==> src/rtl/int_ctrl.sv <==
// Fixed-priority, nesting interrupt controller with EN/PEND/INSERV/TRIG registers.
// Optional edge-triggered sources and the TRIG register are built when INTC_EDGE_EN is defined.
module int_ctrl #(
    parameter int N_SRC = 6
) (
    input  logic             clk,
    input  logic             reset,
    input  logic [N_SRC-1:0] irq_in,
    input  logic [29:0]      Addr,
    input  logic             WE,
    input  logic [31:0]      Din,
    output logic [31:0]      Dout,
    input  logic             int_ack,
    output logic [N_SRC-1:0] HWInt
);
    localparam logic [N_SRC-1:0] ONE = N_SRC'(1);

    logic [1:0]       sel;
    logic             ack;
    logic             wr_en;
    logic             wr_pend;
    logic             wr_eoi;
    logic             wr_trig;
    logic [N_SRC-1:0] en_q, en_d;
    logic [N_SRC-1:0] pend_q, pend_d;
    logic [N_SRC-1:0] inserv_q, inserv_d;
    logic [N_SRC-1:0] hwint_q, hwint_d;
    logic [N_SRC-1:0] inserv_low;
    logic [N_SRC-1:0] elig_mask;
    logic [N_SRC-1:0] cand;
    logic [N_SRC-1:0] trig_rd;
    logic             unused_bits;

    assign sel         = Addr[3:2];
    assign unused_bits = ^{Addr[29:4], Addr[1:0], Din[31:N_SRC]};

    always_comb begin
        ack      = int_ack & (|hwint_q);
        wr_en    = WE & (sel == 2'd0);
        wr_pend  = WE & (sel == 2'd1);
        wr_eoi   = WE & (sel == 2'd2);
        wr_trig  = WE & (sel == 2'd3);

        en_d     = wr_en ? Din[N_SRC-1:0] : en_q;

        // EOI drops the lowest set bit first, then a same-cycle ack adds its bit.
        inserv_d = inserv_q;
        if (wr_eoi) begin
            inserv_d = inserv_q & (inserv_q - ONE);
        end
        if (ack) begin
            inserv_d = inserv_d | hwint_q;
        end

        // Only indices below the highest-priority in-service bit may preempt;
        // with nothing in service the mask wraps to all ones.
        inserv_low = inserv_q & (~inserv_q + ONE);
        elig_mask  = inserv_low - ONE;
        cand       = pend_q & en_q & elig_mask;
        hwint_d    = ack ? '0 : (cand & (~cand + ONE));
    end

`ifdef INTC_EDGE_EN
    logic [N_SRC-1:0] trig_q, trig_d;
    logic [N_SRC-1:0] irq_prev_q;
    logic [N_SRC-1:0] rise;
    logic [N_SRC-1:0] edge_clr;

    always_comb begin
        rise     = irq_in & ~irq_prev_q;
        edge_clr = (wr_pend ? Din[N_SRC-1:0] : '0) | (ack ? hwint_q : '0);
        // A rising edge in the same cycle as a clear keeps the bit set.
        pend_d   = (trig_q & ((pend_q & ~edge_clr) | rise)) | (~trig_q & irq_in);
        trig_d   = wr_trig ? Din[N_SRC-1:0] : trig_q;
        trig_rd  = trig_q;
    end

    always_ff @(posedge clk or posedge reset) begin
        if (reset) begin
            trig_q     <= '0;
            irq_prev_q <= '0;
        end else begin
            trig_q     <= trig_d;
            irq_prev_q <= irq_in;
        end
    end
`else
    logic unused_wr;

    always_comb begin
        pend_d    = irq_in;
        trig_rd   = '0;
        unused_wr = wr_pend | wr_trig;
    end
`endif

    always_ff @(posedge clk or posedge reset) begin
        if (reset) begin
            en_q     <= '0;
            pend_q   <= '0;
            inserv_q <= '0;
            hwint_q  <= '0;
        end else begin
            en_q     <= en_d;
            pend_q   <= pend_d;
            inserv_q <= inserv_d;
            hwint_q  <= hwint_d;
        end
    end

    always_comb begin
        Dout = '0;
        case (sel)
            2'd0:    Dout[N_SRC-1:0] = en_q;
            2'd1:    Dout[N_SRC-1:0] = pend_q;
            2'd2:    Dout[N_SRC-1:0] = inserv_q;
            default: Dout[N_SRC-1:0] = trig_rd;
        endcase
    end

    assign HWInt = hwint_q;
endmodule

==> config.mk <==
export PLATFORM = sky130hd
export DESIGN_NAME = int_ctrl
export DESIGN_NICKNAME = d
export VERILOG_FILES = /design/src/rtl/int_ctrl.sv
export SDC_FILE = /design/constraint.sdc
export NUM_CORES = 1
export LEC_CHECK = 0
export CAP_MARGIN = 0
export CORE_MARGIN = 10
export CORE_UTILIZATION = 60
export DETAILED_ROUTE_END_ITERATION = 12
export DONT_BUFFER_PORTS = 1
export PLACE_DENSITY = 0.76
export SYNTH_ARGS = -nofsm -noshare
export SYNTH_HDL_FRONTEND = slang
export SYNTH_SLANG_ARGS = --single-unit
==> constraint.sdc <==
create_clock -name clk -period 3.09 [get_ports clk]
set_clock_uncertainty 0.1 [all_clocks]
set_input_delay 0.4635 -clock clk [delete_from_list [all_inputs] [get_ports clk]]
set_output_delay 0.4635 -clock clk [all_outputs]
set_load 0.01 [all_outputs]
* Yosys cells after proc, flatten, opt, wreduce, memory -nomap -nowiden
Cells that the tools add are included. Widths: inputs -> output; s select.
Storage, ports and cells: bits in registers 24, bits in latches 0, memory bits (writable) 0, bits in read-only memories 0, bits of input ports 72, output and inout port bits 38, word-level logic and storage cells 27, memories 0
Operators by class: $add $sub $neg 4, multipliers 0, div/mod/pow operators 0, order comparisons 0, eq/ne operators 2, shifts and indexed selects 0, multiplexer cells 4, bitwise logic cells 11, reduce and logical (&&, ||, !) cells 2
Operators by type and width (count):
- $and 6x6->6 | 5
- $mux 6 | 3
- $pmux 6 s3 | 1
- $add 6x1->6 const B | 2
- $not 6->6 | 2
- $sub 6x1->6 const B | 2
- $or 6x6->6 | 1
- $reduce_or 6->1 | 1
- $and 1x1->1 | 3
- $eq 2x1->1 const B | 1
- $eq 2x2->1 const B | 1
- $logic_not 2->1 | 1

* Longest topological paths before layout
depth in word-level cells 9, depth in mapped cells 4, mapped depth without buffers 3

* Worst setup path before layout
Ideal clock, no wire load.
path type input -> register, start point input port Addr[2], end point register inserv_q[5], setup time 0.126 ns, data arrival time 1.480 ns, data required time 2.864 ns, path slack 1.384 ns, stages on the path 4, buffers on the path 1, cells stage by stage buf_6 -> nand3b_4 -> or4_4 -> a221o_1
Between the ends: longest elaborated chain between the ends 5
Ends and longest elaborated chain:
- start: declaration | RTL line 9 | input logic [29:0] Addr,
- $eq 2x2->1 * | RTL line 41 | wr_eoi = WE & (sel == 2'd2);
- $and 1x1->1 * | RTL line 41
- $mux 6 * | RTL line 48 | if (wr_eoi) begin
- $or 6x6->6 | RTL line 52 | inserv_d = inserv_d | hwint_q;
- $mux 6 * | RTL line 51 | if (ack) begin
- via inserv_d[5] | RTL line 26 | logic [N_SRC-1:0] inserv_q, inserv_d;
- end signal: assignment | RTL line 106 | inserv_q <= inserv_d;
- end: declaration | RTL line 26
Mark *: on every way through the listed nets, which the timed path passes. The rest lies on a longest branch. A chain may end at the register's enable or synchronous reset.

* Worst setup path after layout
start point register en_q[3], end point output port Dout[3]
Between the ends: longest elaborated chain between the ends 1
Ends and longest elaborated chain:
- start: declaration | RTL line 24 | logic [N_SRC-1:0] en_q, en_d;
- start signal: assignment | RTL line 104 | en_q <= en_d;
- $pmux 6 s3 | RTL line 113 | case (sel)
- end: declaration | RTL line 12 | output logic [31:0] Dout,
Every way passes these cells.

==> impl_results.md <==
- Antenna viol nets, final: 0
- Final Critical Period: 1730 ps
- R2R setup slack: 1420 ps
- Total number of vias: 792
- Maximum fanout along the worst path: 4
- RSZ-0062 raised after global routing: no
- Skew-Pair Late Insertion Delay: between 300 and 400 ps
- CP arrival: 1160 ps
- Power per standard cell area: 632 mW/mm2
- Postcts setup bufs: 0
- Number of global-route vias before repair: 861
- Bufs on Longest Clock Path: 2
- VDD IR max: 473 uV
- Max_cap viols: 0
- DIE AREA: 0.00434 mm2
- Fin crit share: 0.559
- Top cells by area, synth: dfrtp_1, buf_4, mux2_2
- Area Growth Syn to Fin: -4.06%
- Largest area contributor in the netlist: dfrtp_1
- # hold bufs at CTS: 0
- Global-route wire length before repair: between 3000 and 4000 um
- Post-cts sizing count: 0
- GRT Overall Usage: 0.115
- CP max stage cell: dfrtp_1
- FFs w/ async S/R, synth: 1.00
- Hold Path Stages: 0
- CP required: 2530 ps
- # fillers: 177
- Critical path class: register to primary output
- Crit-path cells: mux2i_1 -> o21ai_0
- Synth Instances: 117
- Achievable Freq: about 580 MHz
- Final WS setup: 1360 ps
- Slew Limit Fails: 0
- Initial core utilization: 0.637
- Core box area: 0.00198 mm2
- Relative slew margins: 0.421
- FF-to-FF path depth: 3
- Clock Root Buffer: clkbuf_4
- DRC: 0
- Top-area cell type share of the netlist area: 0.476
- IO Port Bufs: 0
- Status: finished, final reports clean
- Pre-CTS setup slack: ~1500 ps
- Critical R2R Launch: HWInt[1]
- Register Area: 601 um2
- DR WL/cell: 17.6 um
- Grt total ovfl: 0
- NumNets Final: between 150 and 200
- Netlist cell types: 32
- Most frequent cells after synthesis: buf_4, dfrtp_1, nand2_1, o21ai_0
- Pin count of the biggest net entering global routing: 25
- Clock transition at path regs: 110 ps
- Actual slew at the worst max-slew pin: 868 ps
- Number of flops mapped to enable cells by yosys: 0
- CP endpoint kind: primary output
- Most frequent cell after synthesis: buf_4
- # setup viols final: 0
- # clock sinks: 24
- Iter 0 DRT Violations: 50
- Critical Path Start Type: register
- Design Power: 0.765 mW
- CTS H-Tree Depth: 1
- Hold path endpoint: pend_q[3]
- Initial antenna violation count: 0
- HPWL after DPL: 2110 um
- Leakage power: around 0.57 nW
- Avg Inst Size Synth: 10.8 um2
- Hold Path Class: input pin to register
- Die Span X: 65.9 um
- Final hold viol count: 0
- Routability Congestion: 0.771
- Number of buffers created by CTS: 3
- CP max stage delay: 410 ps
- # diodes: 0
- Flops & latches, synth: 24
- Routed WL: approximately 2500 um
- HP Start: irq_in[3]
- Footprint of the multi-input gates: approximately 540 um2
- RR Endpoint: HWInt[5]
- Register area share after synthesis: 0.476
- Setup TNS: 0 ps
- Synth Warn #: 0
- DR pass1 iterations: 4
- CTS tree: done
- Share of layout cells above drive strength 1: 0.137
- Via density: 5.50
- Ys flop type: dfrtp_1
- Synthesized cell area: 0.00126 mm2
- Die Span Y: between 60 and 70 um
- Io pins: 110
- Site row count: 16
sequential cells by signal, summed over array words and instances (netlist names):
name	flops
pend_q	6
inserv_q	6
HWInt	6
en_q	6
cell usage in the layout (no fill, tap or decap), types with 2 or more instances in the layout:
cell type,Yosys,final
nor2b_1,2,2
nor3_1,3,3
nor2_1,2,2
nand2_1,15,15
conb_1,1,26
mux2i_1,6,6
o21ai_0,8,8
dfrtp_1,24,24
a22o_2,2,2
nand4_1,2,2
mux2_2,6,6
clkbuf_4,0,3
per-stage QoR:
step                      instance area [um2]  utilization  instances  hold WS [ps]
after floorplan                          1360            -        142           368
after global placement                   1170        0.593        140           395
after detailed placement                 1170        0.593        140           395
after CTS                                1210        0.611        144          60.0
after global routing                     1210        0.611        144          51.8
final                                    1210        0.611        144          75.9
final cells by class:
| type | count | area share |
|---|---|---|
| sequential | 24 | 0.496 |
| clock buffer | 4 | 0.0300 |
| inverter | 1 | 0.00310 |
| multi-input combinational | 88 | 0.443 |
| tap | 27 | 0.0279 |
logic make-up (layout without fill, tap and decap cells):
kind of cell	count (synthesis)	in the layout	share of synthesized area
AO/OA/AOI/OAI	18	18	0.0991
buffers and inverters	30	5	0.173
flip-flops	24	24	0.476
multiplexers	12	12	0.101
other	1	26	0.00297
AND/OR/NAND/NOR	32	32	0.148
report_power, final:
part | leakage (nW) | switching, mW | internal, mW | total (mW)
clock | 0.0210 | 0.0869 | 0.0719 | 0.159
sequential | 0.293 | 0.0724 | 0.368 | 0.440
combinational | 0.258 | 0.0895 | 0.0767 | 0.166
total | 0.572 | 0.249 | 0.516 | 0.765
routing by layer:
metal  wire length [um]  GRT usage  part of all wire
met1                876      0.103              0.35
met2               1270      0.213              0.50
met3                373     0.0780              0.15
met4                 13     0.0160            0.0051
met5                  0          0                 0
worst max-delay path, delay by kind of cell (launching register included):
kind | cells | cell delay (ps)
compound gates | 1 | 370
mux | 1 | 90
flops | 1 | 410
how the worst max path moves through the flow:
| stage | start | to | slack, ps | cells after the start |
|---|---|---|---|---|
| 5_1_grt | HWInt[0] | HWInt[2] | 1230 | 3 |
| 3_3_place_gp | Addr[3] | Dout[3] | 1470 | 3 |
| 4_1_cts | en_q[3] | Dout[3] | 1310 | 2 |
| 2_1_floorplan | Addr[2] | inserv_q[5] | 1380 | 4 |
| 6_report | en_q[3] | Dout[3] | 1360 | 2 |
| 3_5_place_dp | HWInt[0] | HWInt[5] | 1470 | 3 |
Power figures use the tool's default switching activity.
